[src/rtl/mmu_systolic_2x2.sv]
// ---------------------------------------------------------------------------
// mmu_systolic_2x2
//   2x2 output-stationary systolic matrix-multiply unit, C = A x B.
//   A start accepted in IDLE latches both operand matrices. Skewed rows of A
//   and columns of B are then fed through a 2x2 PE array over 4 FEED edges,
//   followed by one DRAIN edge. done rises 5 cycles after the accepting edge
//   and holds until the next accepted start or reset.
//
// Ports
//   clk     : clock, rising edge
//   rst_n   : asynchronous active-low reset
//   start   : multiply request, honoured only in IDLE
//   a_flat  : matrix A, element [r][c] at [(2r+c)*DATA_W +: DATA_W]
//   b_flat  : matrix B, same packing as A
//   c_flat  : matrix C, element [r][c] at [(2r+c)*ACC_W +: ACC_W]
//   busy    : multiply in progress
//   done    : C valid (level)
//
// Configuration
//   MMU_SIGNED_EN : when defined, operands/results are two's complement;
//                   otherwise unsigned with zero extension.
// ---------------------------------------------------------------------------
module mmu_systolic_2x2 #(
    parameter int DATA_W = 8,
    parameter int ACC_W  = 2*DATA_W+1
) (
    input  logic                  clk,
    input  logic                  rst_n,
    input  logic                  start,
    input  logic [4*DATA_W-1:0]   a_flat,
    input  logic [4*DATA_W-1:0]   b_flat,
    output logic [4*ACC_W-1:0]    c_flat,
    output logic                  busy,
    output logic                  done
);

    typedef enum logic [1:0] {
        S_IDLE,
        S_FEED,
        S_DRAIN
    } state_t;

    state_t                 r_state;
    state_t                 w_state_nxt;
    logic                   w_accept;

    logic [1:0]             r_t;
    logic                   r_done;
    logic [4*DATA_W-1:0]    r_a_op;
    logic [4*DATA_W-1:0]    r_b_op;

    // r_pa[i][j] / r_pb[i][j] are the a/b registers held by PE(i,j)
    logic [DATA_W-1:0]      r_pa  [2][2];
    logic [DATA_W-1:0]      r_pb  [2][2];
    logic [ACC_W-1:0]       r_acc [2][2];

    logic [DATA_W-1:0]      w_a_in [2];
    logic [DATA_W-1:0]      w_b_in [2];
    logic [2*DATA_W-1:0]    w_mul  [2][2];
    logic [ACC_W-1:0]       w_prod [2][2];

    // ------------------------------------------------------------------
    // FSM
    // ------------------------------------------------------------------
    always_ff @(posedge clk or negedge rst_n) begin
        if (!rst_n) begin
            r_state <= S_IDLE;
        end else begin
            r_state <= w_state_nxt;
        end
    end

    always_comb begin
        w_state_nxt = r_state;
        w_accept    = 1'b0;
        busy        = (r_state != S_IDLE);
        case (r_state)
            S_IDLE: begin
                if (start) begin
                    w_accept    = 1'b1;
                    w_state_nxt = S_FEED;
                end
            end
            S_FEED: begin
                if (r_t == 2'd3) begin
                    w_state_nxt = S_DRAIN;
                end
            end
            S_DRAIN: begin
                w_state_nxt = S_IDLE;
            end
            default: begin
                w_state_nxt = S_IDLE;
            end
        endcase
    end

    // ------------------------------------------------------------------
    // Skewed boundary feed: row i gets A[i][t-i], column j gets B[t-j][j].
    // Expressed as t == i+k so no negative index is ever formed; any
    // (t, i) pair without a matching k feeds zero.
    // ------------------------------------------------------------------
    always_comb begin
        for (int unsigned i = 0; i < 2; i++) begin
            w_a_in[i] = '0;
            w_b_in[i] = '0;
        end
        if (r_state == S_FEED) begin
            for (int unsigned i = 0; i < 2; i++) begin
                for (int unsigned k = 0; k < 2; k++) begin
                    if (32'(r_t) == i + k) begin
                        w_a_in[i] = r_a_op[(2*i+k)*DATA_W +: DATA_W];
                        w_b_in[i] = r_b_op[(2*k+i)*DATA_W +: DATA_W];
                    end
                end
            end
        end
    end

    // ------------------------------------------------------------------
    // PE products: operands extended to 2*DATA_W so the low half of the
    // plain product equals the signed or unsigned product as required.
    // ------------------------------------------------------------------
    always_comb begin
        for (int unsigned i = 0; i < 2; i++) begin
            for (int unsigned j = 0; j < 2; j++) begin
`ifdef MMU_SIGNED_EN
                w_mul[i][j]  = {{DATA_W{r_pa[i][j][DATA_W-1]}}, r_pa[i][j]}
                             * {{DATA_W{r_pb[i][j][DATA_W-1]}}, r_pb[i][j]};
                w_prod[i][j] = {{(ACC_W-2*DATA_W){w_mul[i][j][2*DATA_W-1]}}, w_mul[i][j]};
`else
                w_mul[i][j]  = {{DATA_W{1'b0}}, r_pa[i][j]}
                             * {{DATA_W{1'b0}}, r_pb[i][j]};
                w_prod[i][j] = {{(ACC_W-2*DATA_W){1'b0}}, w_mul[i][j]};
`endif
            end
        end
    end

    // ------------------------------------------------------------------
    // Datapath: operand latch, systolic shift and accumulate
    // ------------------------------------------------------------------
    always_ff @(posedge clk or negedge rst_n) begin
        if (!rst_n) begin
            r_t    <= '0;
            r_done <= 1'b0;
            r_a_op <= '0;
            r_b_op <= '0;
            for (int unsigned i = 0; i < 2; i++) begin
                for (int unsigned j = 0; j < 2; j++) begin
                    r_pa[i][j]  <= '0;
                    r_pb[i][j]  <= '0;
                    r_acc[i][j] <= '0;
                end
            end
        end else if (w_accept) begin
            r_t    <= '0;
            r_done <= 1'b0;
            r_a_op <= a_flat;
            r_b_op <= b_flat;
            for (int unsigned i = 0; i < 2; i++) begin
                for (int unsigned j = 0; j < 2; j++) begin
                    r_pa[i][j]  <= '0;
                    r_pb[i][j]  <= '0;
                    r_acc[i][j] <= '0;
                end
            end
        end else if (r_state != S_IDLE) begin
            if (r_state == S_FEED) begin
                r_t <= r_t + 2'd1;
            end
            if (r_state == S_DRAIN) begin
                r_done <= 1'b1;
            end
            for (int unsigned i = 0; i < 2; i++) begin
                for (int unsigned j = 0; j < 2; j++) begin
                    r_acc[i][j] <= r_acc[i][j] + w_prod[i][j];
                end
                // a moves right along row i, b moves down column i
                r_pa[i][0] <= w_a_in[i];
                r_pa[i][1] <= r_pa[i][0];
                r_pb[0][i] <= w_b_in[i];
                r_pb[1][i] <= r_pb[0][i];
            end
        end
    end

    always_comb begin
        c_flat = '0;
        for (int unsigned i = 0; i < 2; i++) begin
            for (int unsigned j = 0; j < 2; j++) begin
                c_flat[(2*i+j)*ACC_W +: ACC_W] = r_acc[i][j];
            end
        end
    end

    assign done = r_done;

endmodule

[config.mk]
export PLATFORM = sky130hd
export DESIGN_NAME = mmu_systolic_2x2
export DESIGN_NICKNAME = d
export VERILOG_FILES = /design/src/rtl/mmu_systolic_2x2.sv
export SDC_FILE = /design/constraint.sdc
export NUM_CORES = 1
export LEC_CHECK = 0
export BUFFER_PORTS_ARGS = -buffer_cell sky130_fd_sc_hd__buf_2
export CAP_MARGIN = 20
export CORE_ASPECT_RATIO = 1.25
export CORE_MARGIN = 4
export CORE_UTILIZATION = 35
export DETAILED_ROUTE_END_ITERATION = 6
export GPL_TIMING_DRIVEN = 0
export PLACE_DENSITY = 0.59
export SYNTH_ARGS = -nofsm -noshare
export SYNTH_HDL_FRONTEND = slang
export SYNTH_SLANG_ARGS = --single-unit
[constraint.sdc]
create_clock -name clk -period 7.6 [get_ports clk]
set_clock_uncertainty 0.2 [all_clocks]
set_input_delay 1.52 -clock clk [delete_from_list [all_inputs] [get_ports clk]]
set_output_delay 1.52 -clock clk [all_outputs]
set_load 0.01 [all_outputs]
==> impl_metrics.env, run 1 <==
export IMPL_coreArea_um2=51500
export IMPL_layout_drive_gt1_share=0.0813
export IMPL_synth_area_top_cells="dfrtp_1 28%, fa_1 22%, ha_1 11%"
export IMPL_cts_tree="built"
export IMPL_fin_crit_sh=0.699
export IMPL_antenna_found_initial=1
export IMPL_clkTransAtPathRegs_ps=60
export IMPL_cts_htree_levels=1
export IMPL_port_buffers=136
export IMPL_die_w_um=212
export IMPL_dpl_worst_slack_ps=2270
export IMPL_ctsLongestPathBuffers=3
export IMPL_vias=14500
export IMPL_fin_tns_setup_ps=0
export IMPL_crit_path_start_kind="flip-flop"
export IMPL_relSlewSlack=0.282
export IMPL_ys_ff_latch=201
export IMPL_fin_util=0.402
export IMPL_n_fill_cell=5246
export IMPL_slew_violations=0
export IMPL_grt_pass1_wl_um=83000
export IMPL_ys_async_sr_fraction=1.00
export IMPL_yosysSeqAreaShare=0.276
export IMPL_gp_congestion=0.840
export IMPL_rows=93
export IMPL_syn_area_um2=18300
export IMPL_syn_area_per_cell_um2=8.62
export IMPL_crit_chain="clkbuf_1, nand2_1, fa_1, inv_1, fa_1, ha_1, inv_1, fa_1, inv_1, ha_1, a21o_1, a21oi_1, o21ai_1, a21o_1, a221o_1, o31ai_1, xor2_1, o22ai_1"
export IMPL_cts_hold_buffers=0
export IMPL_max_stage_delay_ps=560
export IMPL_wl_per_cell_um=17.0
export IMPL_path_delay_family="adder cells"
export IMPL_synth_top_flop_cell="dfrtp_1"
export IMPL_fin_crit_ps=5310
export IMPL_power_mw=6.55
export IMPL_max_cap_violations=0
export IMPL_grtUsageTotal=0.184
export IMPL_drtAntennaViolNets=0
export IMPL_hold_path_class="reg -> reg"
export IMPL_fin_ws_ps=2290
export IMPL_synthTopCellsByCount="470 x nand2_1, 398 x inv_1, 201 x dfrtp_1"
export IMPL_netlist_area_leader_share=0.276
export IMPL_insertion_delay_ps=560
export IMPL_power_density_nw_per_um2=316
export IMPL_cp_arrival_ps=5530
export IMPL_die_area_um2=55900
export IMPL_die_h_um=263
export IMPL_rsz0062_at_grt="false"
export IMPL_end_kind="flip-flop"
export IMPL_initialDrtViolationCount=618
export IMPL_numCtsBuffers=25
export IMPL_syn_to_final_growth_pct=13.5
export IMPL_cts_root_buf="clkbuf_16"
export IMPL_cp_max_fo=10
export IMPL_drtPass1Iterations=5
export IMPL_grt_overflow=0
export IMPL_synth_edff_count=0
export IMPL_setup_violations_final=0
export IMPL_post_cts_buffers=0
export IMPL_synth_nets=2541
export IMPL_grt_pass1_vias=15600
export IMPL_yosys_warnings=0
export IMPL_start_util=0.354
export IMPL_critPathRequiredTime_ps=7820
export IMPL_leakagePower_nw=11.2
export IMPL_path_buf_inv=4
export IMPL_outcome="finished clean"
export IMPL_cts_sinks=201
export IMPL_synth_distinct_cells=47
export IMPL_yosysMostFrequentCell="nand2_1"
export IMPL_hpwl_um=39700
export IMPL_crit_type="reg -> reg"
export IMPL_worst_slew_pin_slew_ps=1080
export IMPL_drt_total_wl_um=50300
export IMPL_viasPerCell=4.88
export IMPL_crit_slowest_cell="clkbuf_1"
export IMPL_cts_resized=0
export IMPL_postSynthCellCount=2118
export IMPL_final_nets=2705
export IMPL_holdWs_ps=275
export IMPL_hold_viol=0
export IMPL_synth_area_leader_cell="dfrtp_1"
export IMPL_grt_max_degree=109
export IMPL_drc_errors=0
export IMPL_ios=137
export IMPL_fmax_ghz=0.188
export IMPL_ir_drop_mv=0.208
## worst reg2reg max path, stage by stage, from the launching register on
cell	delay, ps
dfrtp_1	320
clkbuf_1	560
nand2_1	150
fa_1	510
inv_1	50
fa_1	460
ha_1	290
inv_1	40
fa_1	480
inv_1	60
ha_1	270
a21o_1	170
a21oi_1	300
o21ai_1	120
a21o_1	190
a221o_1	350
o31ai_1	280
xor2_1	250
o22ai_1	120
## report_power, final
part | switching, mW | internal, mW | total [mW] | leakage (nW)
clock network | 0.513 | 0.810 | 1.32 | 0.438
registers | 0.344 | 1.50 | 1.85 | 2.63
logic | 2.27 | 1.11 | 3.38 | 8.11
total | 3.13 | 3.42 | 6.55 | 11.2
## per-stage QoR
stage / area, um^2 / cells
after global routing: 20700 / 2965
after global placement: 19800 / 2919
final: 20700 / 2966
after detailed placement: 19800 / 2920
after floorplan: 18300 / 2118
after CTS: 20700 / 2965
## placed cells by master, fill, tap and decap left out, drive strengths merged, types with 2 or more instances in the layout
cell	synthesis	routed
and3	6	6
nor3b	5	5
clkinv	0	3
nand2	470	470
and2	140	140
bufinv	0	4
o22ai	2	2
a21o	22	22
nor4	3	3
nand2b	7	7
ha	156	156
fa	200	200
o31ai	30	30
xor2	16	16
nand4b	3	3
clkinvlp	0	4
o21ai	94	94
a211oi	4	4
nand4	5	5
o21a	3	3
dfrtp	201	201
nor3	7	7
nor2	33	33
xnor2	27	27
a21oi	60	60
o211ai	3	3
a31oi	4	4
nor2b	6	6
o21bai	8	8
nand3	66	66
or4	2	2
mux2i	3	3
clkbuf	96	129
nand3b	4	4
a22oi	18	18
inv	399	400
buf	6	143
## per-layer routing
layer	track usage	vias up	part of all wire
li1	-	6865	-
met1	0.229	7232	0.42
met2	0.335	309	0.51
met3	0.0250	69	0.044
met4	0.0455	0	0.027
met5	0	-	0
## worst paths after layout
path,to,startpoint,depth (start not counted),slack (ps)
max,c_flat[14],r_pb[25],18,2290
min,r_b_op[8],r_b_op[8],2,270
max reg2reg,c_flat[14],r_pb[25],18,2290
min reg2reg,r_b_op[8],r_b_op[8],2,270
max in group asynchronous,c_flat[49],rst_n,2,5410
min in group asynchronous,c_flat[24],rst_n,1,760
## sequential cells by signal (all words and copies together) (netlist names)
| name | count |
|---|---|
| r_pb | 32 |
| r_pa | 32 |
| r_t | 2 |
| done | 1 |
| r_a_op | 32 |
| r_b_op | 32 |
| c_flat | 68 |
| r_state | 2 |
## cells by family (layout without fill, tap and decap cells)
family / count (synthesis) / count (layout) / share of synthesized area
AO/OA/AOI/OAI: 255 / 255 / 0.0851
other: 0 / 1 / 0
XOR/XNOR: 43 / 43 / 0.0206
multiplexers: 4 / 4 / 0.00226
AND/OR/NAND/NOR: 758 / 758 / 0.187
adder cells (fa/ha/maj): 356 / 356 / 0.326
flip-flops: 201 / 201 / 0.276
buffers and inverters: 501 / 683 / 0.103
## layout make-up
type | count | area, um^2 | area share
flip-flops and latches | 201 | 5030 | 0.243
plain buffers | 102 | 383 | 0.0185
clock inverters | 12 | 189 | 0.00912
well taps | 665 | 832 | 0.0402
clock buffers | 33 | 726 | 0.0350
diodes | 1 | 2.50 | 0.000121
repair buffers | 137 | 718 | 0.0347
multi-input cells | 1416 | 11300 | 0.547
inverters | 399 | 1500 | 0.0723
Note: power is estimated with default switching activity, not from simulation.
==> run 2, diff against run 1 <==
--- a/config.mk
+++ b/config.mk
@@ -5,6 +5,7 @@
 export SDC_FILE = /design/constraint.sdc
 export NUM_CORES = 1
 export LEC_CHECK = 0
+export ABC_AREA = 1
 export BUFFER_PORTS_ARGS = -buffer_cell sky130_fd_sc_hd__buf_2
 export CAP_MARGIN = 20
 export CORE_ASPECT_RATIO = 1.25
==> constraint.sdc (replaced) <==
create_clock -name clk -period 5.5 [get_ports clk]
set_clock_uncertainty 0.2 [all_clocks]
set_input_delay 1.1 -clock clk [delete_from_list [all_inputs] [get_ports clk]]
set_output_delay 1.1 -clock clk [all_outputs]
set_load 0.01 [all_outputs]
==> impl_metrics.env, run 2 <==
export IMPL_clkTransAtPathRegs_ps=70
export IMPL_port_buffers=136
export IMPL_holdWs_ps=213
export IMPL_multi_input_area_um2=10900
export IMPL_ios=137
export IMPL_relSlewSlack=0.252
export IMPL_timing_rr_start="r_pa[29]"
export IMPL_synth_distinct_cells=28
export IMPL_layout_drive_gt1_share=0.0806
export IMPL_synth_area_leader_cell="dfrtp_1"
export IMPL_ff_latch_area_um2=5030
export IMPL_rows=95
export IMPL_synth_edff_count=0
export IMPL_fin_crit_sh=0.836
export IMPL_hold_path_class="in -> async"
export IMPL_crit_path_start_kind="flip-flop"
export IMPL_die_w_um=218
export IMPL_cts_sinks=201
export IMPL_gp_congestion=0.850
export IMPL_worst_slew_pin_slew_ps=1120
export IMPL_cts_resized=0
export IMPL_hpwl_um=42000
export IMPL_drt_total_wl_um=52000
export IMPL_yosysSeqAreaShare=0.261
export IMPL_yosysMostFrequentCell="inv_1"
export IMPL_cts_tree="built"
export IMPL_vias=15300
export IMPL_grt_overflow=0
export IMPL_post_cts_buffers=0
export IMPL_crit_path_start="r_pa[29]"
export IMPL_crit_type="reg -> reg"
export IMPL_viasPerCell=4.44
export IMPL_die_h_um=270
export IMPL_antennaDiodeCount=0
export IMPL_drtPass1Iterations=4
export IMPL_synthTopCellsByCount="750 x inv_1, 722 x nand2_1, 201 x dfrtp_1"
export IMPL_slew_violations=0
export IMPL_numCtsBuffers=24
export IMPL_cts_hold_buffers=0
export IMPL_start_util=0.356
export IMPL_ir_drop_mv=0.230
export IMPL_drtAntennaViolNets=0
export IMPL_final_nets=3138
export IMPL_fin_ws_ps=904
export IMPL_synth_top_flop_cell="dfrtp_1"
export IMPL_setup_violations_final=0
export IMPL_cp_max_fo=9
export IMPL_cts_root_buf="clkbuf_16"
export IMPL_syn_area_per_cell_um2=7.56
export IMPL_antenna_found_initial=0
export IMPL_wl_per_cell_um=15.0
export IMPL_drc_errors=0
export IMPL_critPathRequiredTime_ps=5740
export IMPL_synth_area_top_cells="dfrtp_1 26%, fa_1 21%, inv_1 15%"
export IMPL_fmax_ghz=0.218
export IMPL_final_common_cell="inv_1"
export IMPL_grt_max_degree=95
export IMPL_die_area_um2=58900
export IMPL_grt_pass1_vias=15800
export IMPL_fin_crit_ps=4600
export IMPL_syn_area_um2=19300
export IMPL_max_cap_violations=0
export IMPL_ctsLongestPathBuffers=3
export IMPL_synth_nets=2973
export IMPL_r2r_slack_ps=900
export IMPL_cts_htree_levels=1
export IMPL_most_common_layout_cells="750 x inv_1, 722 x nand2_1, 201 x dfrtp_1"
export IMPL_ys_async_sr_fraction=1.00
export IMPL_netlist_area_leader_share=0.261
export IMPL_postSynthCellCount=2550
export IMPL_grt_pass1_wl_um=85500
export IMPL_initialDrtViolationCount=709
export IMPL_insertion_delay_ps=560
export IMPL_outcome="finished clean"
export IMPL_largest_reg_flops=68
export IMPL_cp_arrival_ps=4830
export IMPL_coreArea_um2=54100
export IMPL_ys_ff_latch=201
export IMPL_yosys_warnings=0
export IMPL_rsz0062_at_grt="false"
export IMPL_grtUsageTotal=0.181
export IMPL_n_fill_cell=5659
export IMPL_hold_viol=0
export IMPL_dpl_worst_slack_ps=888
export IMPL_leakagePower_nw=13.1
export IMPL_power_density_nw_per_um2=393
export IMPL_syn_to_final_growth_pct=12.9
export IMPL_end_kind="flip-flop"
## run 2: power breakdown
part	internal, mW	switching, mW
sequential	2.03	0.228
combinational	1.46	3.14
clock	0.973	0.713
## run 2: path summary, 6_finish.rpt
path | cells past startpoint | endpoint
hold reg to reg | 2 | r_b_op[9]
max in group asynchronous | 2 | r_pb[1]
setup / recovery | 19 | c_flat[12]
setup reg to reg | 19 | c_flat[12]
hold / removal | 1 | c_flat[50]
min in group clk | 2 | r_b_op[9]
## run 2: metal layers
metal,part of all wire,track usage
met3,0.045,0.0221
met2,0.48,0.313
met1,0.43,0.236
met5,0,0
met4,0.037,0.0606
## run 2: cell type report
type	count	share of cell area
multi-input combinational	1485	0.502
buffer	108	0.0221
sequential	201	0.231
tap	727	0.0418
clock buffer	29	0.0294
timing repair buffer	139	0.0350
clock inverter	13	0.00776
inverter	756	0.130
## run 2: kinds of logic after synthesis
kind of cell	after synthesis	share of synthesized area
buf+inv	864	0.172
compound gates	248	0.0724
simple gates	857	0.175
flops	201	0.261
fa+ha+maj	356	0.309
xor+xnor	24	0.0109
## run 2: critical path, cell delays in order (launching register included)
cell      delay [ps]
dfrtp_1          320
clkbuf_1         480
nand2_1          160
fa_1             550
fa_1             540
inv_1             50
fa_1             480
inv_1             60
fa_1             500
inv_1             50
ha_1             340
nand2_1           60
nand2_1          120
inv_1             50
nand2_1          170
nand2_1          100
nand2_1           60
nand2_1           40
nand3_1           70
nand2_1           60
## run 2: stage by stage
| stage | cells | TNS [ps] | cell area [um^2] | utilization | power (mW) |
|---|---|---|---|---|---|
| after floorplan | 2550 | 0 | 19300 | - | 5.31 |
| after global routing | 3458 | 0 | 21800 | 0.402 | 9.39 |
| after global placement | 3413 | -126160 | 20900 | 0.386 | 6.84 |
| after CTS | 3458 | 0 | 21800 | 0.402 | 8.66 |
| final | 3458 | 0 | 21800 | 0.402 | 8.54 |
| after detailed placement | 3416 | 0 | 20900 | 0.387 | 6.92 |
